===== src/rtl/pim_ctrl_if.sv =====
// CFU command/response channel between the CPU and pim_ctrl.
// The CPU drives the master side; the controller sits on the slave side.
interface pim_ctrl_if;
  logic        cmd_valid;
  logic        cmd_ready;
  logic [9:0]  cmd_payload_function_id;
  logic [31:0] cmd_payload_inputs_0;
  logic [31:0] cmd_payload_inputs_1;
  logic        rsp_valid;
  logic        rsp_ready;
  logic [31:0] rsp_payload_outputs_0;

  modport master (
    output cmd_valid, cmd_payload_function_id, cmd_payload_inputs_0,
           cmd_payload_inputs_1, rsp_ready,
    input  cmd_ready, rsp_valid, rsp_payload_outputs_0
  );

  modport slave (
    input  cmd_valid, cmd_payload_function_id, cmd_payload_inputs_0,
           cmd_payload_inputs_1, rsp_ready,
    output cmd_ready, rsp_valid, rsp_payload_outputs_0
  );
endinterface


===== src/rtl/pim_ctrl.sv =====
// pim_ctrl: sequences one CFU command at a time onto the pim_model macro pins
// (row write, row read, activation update, bit-serial MAC) and returns the
// captured result on the CFU response channel.
// Optional feature: define PIM_CTRL_PERF_EN to build a saturating counter of
// MAC cycles readable through the PERF opcode; otherwise PERF returns 0.
module pim_ctrl #(
  parameter int DWIDTH = 32,
  parameter int AWIDTH = 8,
  parameter int PWIDTH = 32,
  parameter int PDEPTH = 1 << AWIDTH,
  parameter int IBITS  = 4
) (
  input  logic              clk,
  input  logic              reset,
  pim_ctrl_if.slave         cfu,
  output logic [PWIDTH-1:0] pim_d,
  output logic [AWIDTH-1:0] pim_addr,
  output logic [PDEPTH-1:0] pim_rwl,
  output logic              pim_w_en,
  output logic              pim_p_en,
  input  logic [PWIDTH-1:0] pim_q,
  input  logic [DWIDTH-1:0] pim_mac_out
);

  localparam int PW = (IBITS > 1) ? $clog2(IBITS) : 1;

  typedef enum logic [2:0] {
    OP_WRITE   = 3'd0,
    OP_READ    = 3'd1,
    OP_SET_ACT = 3'd2,
    OP_MAC     = 3'd3,
    OP_CLR_ACT = 3'd4,
    OP_PERF    = 3'd5
  } op_e;

  typedef enum logic [2:0] {
    S_IDLE, S_WR, S_RD_A, S_RD_C, S_MAC_RUN, S_MAC_DRN, S_MAC_CAP, S_RSP
  } state_e;

  state_e            state_q;
  logic [PW-1:0]     plane_q;
  logic              drn_q;
  logic [IBITS-1:0]  act_q [PDEPTH];
  logic              cmd_ready_q;
  logic              rsp_valid_q;
  logic [31:0]       rsp_data_q;
  logic [PWIDTH-1:0] d_q;
  logic [AWIDTH-1:0] addr_q;
  logic [PDEPTH-1:0] rwl_q;
  logic              w_en_q;
  logic              p_en_q;

  logic [PW-1:0]     plane_idx;
  logic [PDEPTH-1:0] plane_vec;
  logic [31:0]       perf_rd;
  op_e               op;

  assign op = op_e'(cfu.cmd_payload_function_id[2:0]);

  // Bit-plane to drive next: plane 0 when a MAC starts, else the one after plane_q.
  always_comb begin
    // NOTE: every combinational output gets a default first so no path leaves it unassigned (no latch).
    plane_idx = '0;
    plane_vec = '0;
    if (state_q == S_MAC_RUN && plane_q != PW'(IBITS - 1))
      plane_idx = plane_q + 1'b1;
    for (int j = 0; j < PDEPTH; j++)
      plane_vec[j] = act_q[j][plane_idx];
  end

  // Command FSM with registered pin/response outputs and the activation buffer.
  always_ff @(posedge clk) begin
    if (!reset) begin
      state_q     <= S_IDLE;
      plane_q     <= '0;
      drn_q       <= 1'b0;
      cmd_ready_q <= 1'b1;
      rsp_valid_q <= 1'b0;
      rsp_data_q  <= '0;
      d_q         <= '0;
      addr_q      <= '0;
      rwl_q       <= '0;
      w_en_q      <= 1'b0;
      p_en_q      <= 1'b0;
      // NOTE: the activation buffer is architecturally cleared by reset, so this array is reset on purpose.
      for (int j = 0; j < PDEPTH; j++) act_q[j] <= '0;
    end else begin
      unique case (state_q)
        S_IDLE: begin
          if (cfu.cmd_valid) begin
            cmd_ready_q <= 1'b0;
            rsp_data_q  <= '0;
            case (op)
              OP_WRITE: begin
                addr_q  <= AWIDTH'(cfu.cmd_payload_inputs_0);
                d_q     <= PWIDTH'(cfu.cmd_payload_inputs_1);
                w_en_q  <= 1'b1;
                state_q <= S_WR;
              end
              OP_READ: begin
                addr_q  <= AWIDTH'(cfu.cmd_payload_inputs_0);
                state_q <= S_RD_A;
              end
              OP_SET_ACT: begin
                act_q[AWIDTH'(cfu.cmd_payload_inputs_0)] <= IBITS'(cfu.cmd_payload_inputs_1);
                rsp_valid_q <= 1'b1;
                state_q     <= S_RSP;
              end
              OP_MAC: begin
                p_en_q  <= 1'b1;
                rwl_q   <= plane_vec;
                plane_q <= '0;
                state_q <= S_MAC_RUN;
              end
              OP_CLR_ACT: begin
                for (int j = 0; j < PDEPTH; j++) act_q[j] <= '0;
                rsp_valid_q <= 1'b1;
                state_q     <= S_RSP;
              end
              OP_PERF: begin
                rsp_data_q  <= perf_rd;
                rsp_valid_q <= 1'b1;
                state_q     <= S_RSP;
              end
              default: begin
                rsp_valid_q <= 1'b1;
                state_q     <= S_RSP;
              end
            endcase
          end
        end
        S_WR: begin
          w_en_q      <= 1'b0;
          rsp_valid_q <= 1'b1;
          state_q     <= S_RSP;
        end
        S_RD_A: state_q <= S_RD_C;
        S_RD_C: begin
          rsp_data_q  <= 32'(pim_q);
          rsp_valid_q <= 1'b1;
          state_q     <= S_RSP;
        end
        S_MAC_RUN: begin
          if (plane_q == PW'(IBITS - 1)) begin
            rwl_q   <= '0;
            drn_q   <= 1'b0;
            state_q <= S_MAC_DRN;
          end else begin
            rwl_q   <= plane_vec;
            plane_q <= plane_q + 1'b1;
          end
        end
        S_MAC_DRN: begin
          // Two zero-plane cycles flush the macro's accumulate pipeline.
          if (drn_q) begin
            p_en_q  <= 1'b0;
            state_q <= S_MAC_CAP;
          end else begin
            drn_q <= 1'b1;
          end
        end
        S_MAC_CAP: begin
          rsp_data_q  <= 32'(pim_mac_out);
          rsp_valid_q <= 1'b1;
          state_q     <= S_RSP;
        end
        S_RSP: begin
          if (cfu.rsp_ready) begin
            rsp_valid_q <= 1'b0;
            cmd_ready_q <= 1'b1;
            state_q     <= S_IDLE;
          end
        end
        default: state_q <= S_IDLE;
      endcase
    end
  end

`ifdef PIM_CTRL_PERF_EN
  logic [31:0] perf_q;
  logic        perf_clr;
  logic        in_mac;

  assign in_mac   = (state_q == S_MAC_RUN) || (state_q == S_MAC_DRN) || (state_q == S_MAC_CAP);
  assign perf_clr = (state_q == S_IDLE) && cfu.cmd_valid && (op == OP_PERF) &&
                    cfu.cmd_payload_inputs_0[0];

  // Saturating count of cycles spent in the MAC states; PERF with A[0]=1 clears it.
  always_ff @(posedge clk) begin
    if (!reset)                       perf_q <= '0;
    else if (perf_clr)                perf_q <= '0;
    else if (in_mac && perf_q != '1)  perf_q <= perf_q + 32'd1;
  end

  assign perf_rd = perf_q;
`else
  assign perf_rd = '0;
`endif

  // Operand bits beyond the used address/data/activation widths are ignored.
  logic unused_bits;
  assign unused_bits = ^{cfu.cmd_payload_function_id, cfu.cmd_payload_inputs_0,
                         cfu.cmd_payload_inputs_1, pim_q, pim_mac_out};

  assign cfu.cmd_ready             = cmd_ready_q;
  assign cfu.rsp_valid             = rsp_valid_q;
  assign cfu.rsp_payload_outputs_0 = rsp_data_q;
  assign pim_d    = d_q;
  assign pim_addr = addr_q;
  assign pim_rwl  = rwl_q;
  assign pim_w_en = w_en_q;
  assign pim_p_en = p_en_q;

endmodule


===== src/flat_wrapper.sv =====
// flat-port wrapper written by rule: the top's interface ports become plain ports
module pim_ctrl_flat 
#(
  parameter int DWIDTH = 32,
  parameter int AWIDTH = 8,
  parameter int PWIDTH = 32,
  parameter int PDEPTH = 1 << AWIDTH,
  parameter int IBITS  = 4
)
  (clk, reset, pim_d, pim_addr, pim_rwl, pim_w_en, pim_p_en, pim_q, pim_mac_out, cfu_cmd_valid, cfu_cmd_payload_function_id, cfu_cmd_payload_inputs_0, cfu_cmd_payload_inputs_1, cfu_rsp_ready, cfu_cmd_ready, cfu_rsp_valid, cfu_rsp_payload_outputs_0);
  pim_ctrl_if cfu_i ();
  input  logic clk;
  input  logic reset;
  output logic [PWIDTH-1:0] pim_d;
  output logic [AWIDTH-1:0] pim_addr;
  output logic [PDEPTH-1:0] pim_rwl;
  output logic pim_w_en;
  output logic pim_p_en;
  input  logic [PWIDTH-1:0] pim_q;
  input  logic [DWIDTH-1:0] pim_mac_out;
  input wire logic [$bits(cfu_i.cmd_valid)-1:0] cfu_cmd_valid;
  input wire logic [$bits(cfu_i.cmd_payload_function_id)-1:0] cfu_cmd_payload_function_id;
  input wire logic [$bits(cfu_i.cmd_payload_inputs_0)-1:0] cfu_cmd_payload_inputs_0;
  input wire logic [$bits(cfu_i.cmd_payload_inputs_1)-1:0] cfu_cmd_payload_inputs_1;
  input wire logic [$bits(cfu_i.rsp_ready)-1:0] cfu_rsp_ready;
  output wire logic [$bits(cfu_i.cmd_ready)-1:0] cfu_cmd_ready;
  output wire logic [$bits(cfu_i.rsp_valid)-1:0] cfu_rsp_valid;
  output wire logic [$bits(cfu_i.rsp_payload_outputs_0)-1:0] cfu_rsp_payload_outputs_0;
  assign cfu_i.cmd_valid = cfu_cmd_valid;
  assign cfu_i.cmd_payload_function_id = cfu_cmd_payload_function_id;
  assign cfu_i.cmd_payload_inputs_0 = cfu_cmd_payload_inputs_0;
  assign cfu_i.cmd_payload_inputs_1 = cfu_cmd_payload_inputs_1;
  assign cfu_i.rsp_ready = cfu_rsp_ready;
  assign cfu_cmd_ready = cfu_i.cmd_ready;
  assign cfu_rsp_valid = cfu_i.rsp_valid;
  assign cfu_rsp_payload_outputs_0 = cfu_i.rsp_payload_outputs_0;
  pim_ctrl #(.DWIDTH(DWIDTH), .AWIDTH(AWIDTH), .PWIDTH(PWIDTH), .PDEPTH(PDEPTH), .IBITS(IBITS)) u_core (.clk(clk), .reset(reset), .cfu(cfu_i), .pim_d(pim_d), .pim_addr(pim_addr), .pim_rwl(pim_rwl), .pim_w_en(pim_w_en), .pim_p_en(pim_p_en), .pim_q(pim_q), .pim_mac_out(pim_mac_out));
endmodule

===== config.mk =====
export PLATFORM = sky130hd
export DESIGN_NAME = pim_ctrl_flat
export DESIGN_NICKNAME = d
export VERILOG_FILES = /design/src/rtl/pim_ctrl_if.sv /design/src/rtl/pim_ctrl.sv /design/src/flat_wrapper.sv
export SDC_FILE = /design/constraint.sdc
export NUM_CORES = 2
export LEC_CHECK = 0
export CAP_MARGIN = 10
export CORE_MARGIN = 5
export CORE_UTILIZATION = 58
export CTS_BUF_LIST = sky130_fd_sc_hd__clkbuf_16
export CTS_CLUSTER_SIZE = 25
export DETAILED_ROUTE_END_ITERATION = 6
export PLACE_DENSITY = 0.76
export SLEW_MARGIN = 20
export SYNTH_ARGS = -nofsm -noshare
export SYNTH_HDL_FRONTEND = slang
export SYNTH_SLANG_ARGS = --single-unit

===== constraint.sdc =====
create_clock -name clk -period 2.9 [get_ports clk]
set_input_delay 0.58 -clock clk [delete_from_list [all_inputs] [get_ports clk]]
set_output_delay 0.58 -clock clk [all_outputs]
set_load 0.05 [all_outputs]

==> run metrics <==
status complete, but fails checks; failing checks DRC; CTS Buffer Depth 3; Worst Hold Class input pin to flip-flop; Vias/cell 6.11; CTS Buf Count 137; Final #Nets 5,603; register area share after synthesis 68.0%; Worst Path Arrival 2.13 ns; setup_tns 0 ns; FF-to-FF setup slack 0.29 ns; hold buffer count at CTS 0; GRT overflow 0; Seq cells post-synth 1,362; most frequent cells in the layout 1,300 x nor2_1, 1,024 x edfxtp_1, 468 x nand2_1; min Tclk post-route 2.71 ns; WL per Instance 24.1 µm; YS warnings 0; clk root buf clkbuf_16; WHS 0.410 ns; total setup buffers inserted after CTS 0; crit path kind flip-flop to output pin; vias in the first global route 42,251; Die Ht 318 µm; initial antenna violation count 5; Crit. Startpoint u_core.pim_rwl[175]; Ports 474; Crit. path cell count 1; # port buffers 442; syn_nets 4,993; Worst path max stage delay 0.89 ns; P&R area growth vs syn 23.8%; Tot GR Track Use 31.7%; die area 0.101 mm²; Pre-antenna DRT Iters 7; Layout fillers 6,253; core area 0.0947 mm²; first-pass GRT wire length 247,000 µm; RSZ-0062 raised after global routing false; Routed Antenna Nets 0; LEAKAGE 23.6 nW; GP Congestion 0.841; endpoint class of the critical path output pin; Sw Share 33.8%; Post-Synthesis Cells 4,850; Rows 113; internal power 37.4 mW; power share of the clock group 29.0%; endpoints failing setup 0; Mapped Area 0.0552 mm²; fmax 369 MHz; Worst-path clk slew 0.06 ns; final hold vios 0; Crit Path Max Fanout 2; Crit path max-delay family buffers and inverters; Slew @ Worst Pin 1.01 ns; Worst Setup EP pim_rwl[175]; post-CTS resize count 0; Bufs and invs on worst path 1; max-cap viol count 0; Logic pwr share 28.2%; Max H-tree Level 4; layout cells sized above 1 16.6%; R2R depth 7; # DRC 2; R2R Path End u_core.pim_rwl[60]; Setup crit start kind flip-flop; die width 318 µm; Clock Skews 0.0267 ns; WP data required 2.32 ns; number of flops mapped to enable cells by yosys 1,024; Initial Utilization 58.2%; FFs w/ async S/R, synth 0%; post-synth cell types 49; WL final 165,000 µm; multi-input combinational cell area 0.0159 mm²; Worst VDD drop 0.717 mV; most used flip-flop cell after synthesis edfxtp_1; syn avg cell area 11.4 µm²; via count 41,830; clock latency on the worst-skew pair 0.74 ns; CTS sink count 1,362; DPL Wire Length 102,000 µm; crit path cell chain clkdlybuf4s50_1; Slowest cell on crit path clkdlybuf4s50_1; Sequential Power Share 42.8%; Pwr per Cell Area 828 mW/mm²; post-route clock period utilization 93.5%; DR iter-0 viols 5,254; Relative slew margins 32.5%; NetSw 19.1 mW; CTS tree built; commonest non-fill, non-tap cell in the layout nor2_1; RR Startpoint u_core.plane_q[0]; Register Area 0.0375 mm²; Slew Limit Fails 0; largest net degree at the start of global routing 108
[worst register-to-register path: stages, from the launching register on]
cell     delay, ns
dfxtp_4       0.37
ha_1          0.26
or4b_1        0.68
a21oi_4       0.26
buf_12        0.27
buf_12        0.30
nor2_1        0.08
o31ai_1       0.28
[metrics by stage]
step	instance area, µm²	instances	total power, mW	utilization [%]	setup slack [ns]
2_1_floorplan	55200	4850	34.0	-	0.537
3_3_place_gp	64100	6586	40.0	67.7	-0.0700
3_5_place_dp	64100	6586	40.3	67.7	-0.133
4_1_cts	68300	6839	56.5	72.1	0.173
5_1_grt	68300	6841	58.4	72.1	0.139
6_report	68300	6842	56.5	72.1	0.188
[cell type report]
cell class,instances,share of cell area (%)
clock inverter,111,0.861
multi-input combinational,3040,23.3
tap,1265,2.32
antenna,3,0.0110
sequential,1362,54.9
clock buffer,142,5.20
inverter,8,0.0440
timing repair buffer,911,13.3
[how the worst min path moves through the flow]
stage,start,endpoint,slack [ns],cells after the start
2_1_floorplan,u_core.plane_q[1],u_core.plane_q[1],0.45,2
3_3_place_gp,u_core.pim_rwl[77],u_core.pim_rwl[77],0.44,2
3_5_place_dp,u_core.cfu.rsp_valid,u_core.cfu.rsp_valid,0.43,2
4_1_cts,cfu_cmd_payload_inputs_1[27],u_core.pim_d[27],0.37,3
5_1_grt,cfu_cmd_payload_inputs_1[18],u_core.pim_d[18],0.39,3
6_report,cfu_cmd_payload_inputs_1[27],u_core.pim_d[27],0.41,3
[cells by family (layout without fill, tap and decap cells)]
family                     after synthesis  count (layout)  share of synthesized area, %
DFF                                   1362            1362                          68.0
muxes                                  258             258                          5.25
adders and majority gates                1               1                        0.0227
and+or+nand+nor                       1876            1876                          13.1
AOI/OAI and AO/OA                      903             903                          10.2
xor gates and xnor gates                 2               2                        0.0318
buffers and inverters                  448            1172                          3.33
other                                    0               3                             0
[flip-flops by register name (all words and copies together) (netlist names), 2 cells and up]
name and flops:
u_core.plane_q 2, u_core.cfu.rsp_payload_outputs_0 32, u_core.state_q 3, u_core.pim_addr 8
u_core.pim_d 32, u_core.pim_rwl 256, u_core.act_q 1024
[per-layer routing]
metal | vias to the layer above | routed length [µm] | track usage [%]
met5 | - | 21 | 0
met4 | 4 | 7680 | 14.5
met3 | 454 | 20000 | 7.72
met2 | 2641 | 79100 | 52.1
met1 | 20304 | 58400 | 40.3
li1 | 18427 | - | -
[power groups by stage]
stage	Clock [mW]	Combinational (mW)	Sequential, mW
after floorplan	0	6.27	27.8
after global placement	0	15.6	24.5
after detailed placement	0	15.8	24.5
after CTS	16.5	15.9	24.1
after global routing	17.4	16.7	24.3
final	16.4	16.0	24.2
[Yosys cell counts (2+ instances only)]
master	n	area share [%]
nor3_1	13	0.12
clkbuf_1	357	2.4
buf_6	10	0.20
o31ai_1	253	3.4
o21ai_0	268	2.4
buf_2	32	0.29
a21oi_1	81	0.73
and4_1	3	0.048
inv_1	6	0.041
nand2_1	481	3.3
edfxtp_1	1024	56
a32o_1	6	0.11
xnor2_1	2	0.032
and2_1	4	0.045
nand2b_1	9	0.10
nor4_1	3	0.034
and3_1	3	0.034
nor2_1	1302	8.9
a21o_1	2	0.027
a22oi_1	32	0.44
o22ai_1	251	2.8
nor2b_1	8	0.091
buf_4	11	0.15
dfxtp_1	338	12
buf_1	30	0.20
a32oi_1	3	0.048
mux2i_1	8	0.15
mux2_2	250	5.1
nand4_1	4	0.045
nand3_1	37	0.34
Power figures use the tool's default switching activity.
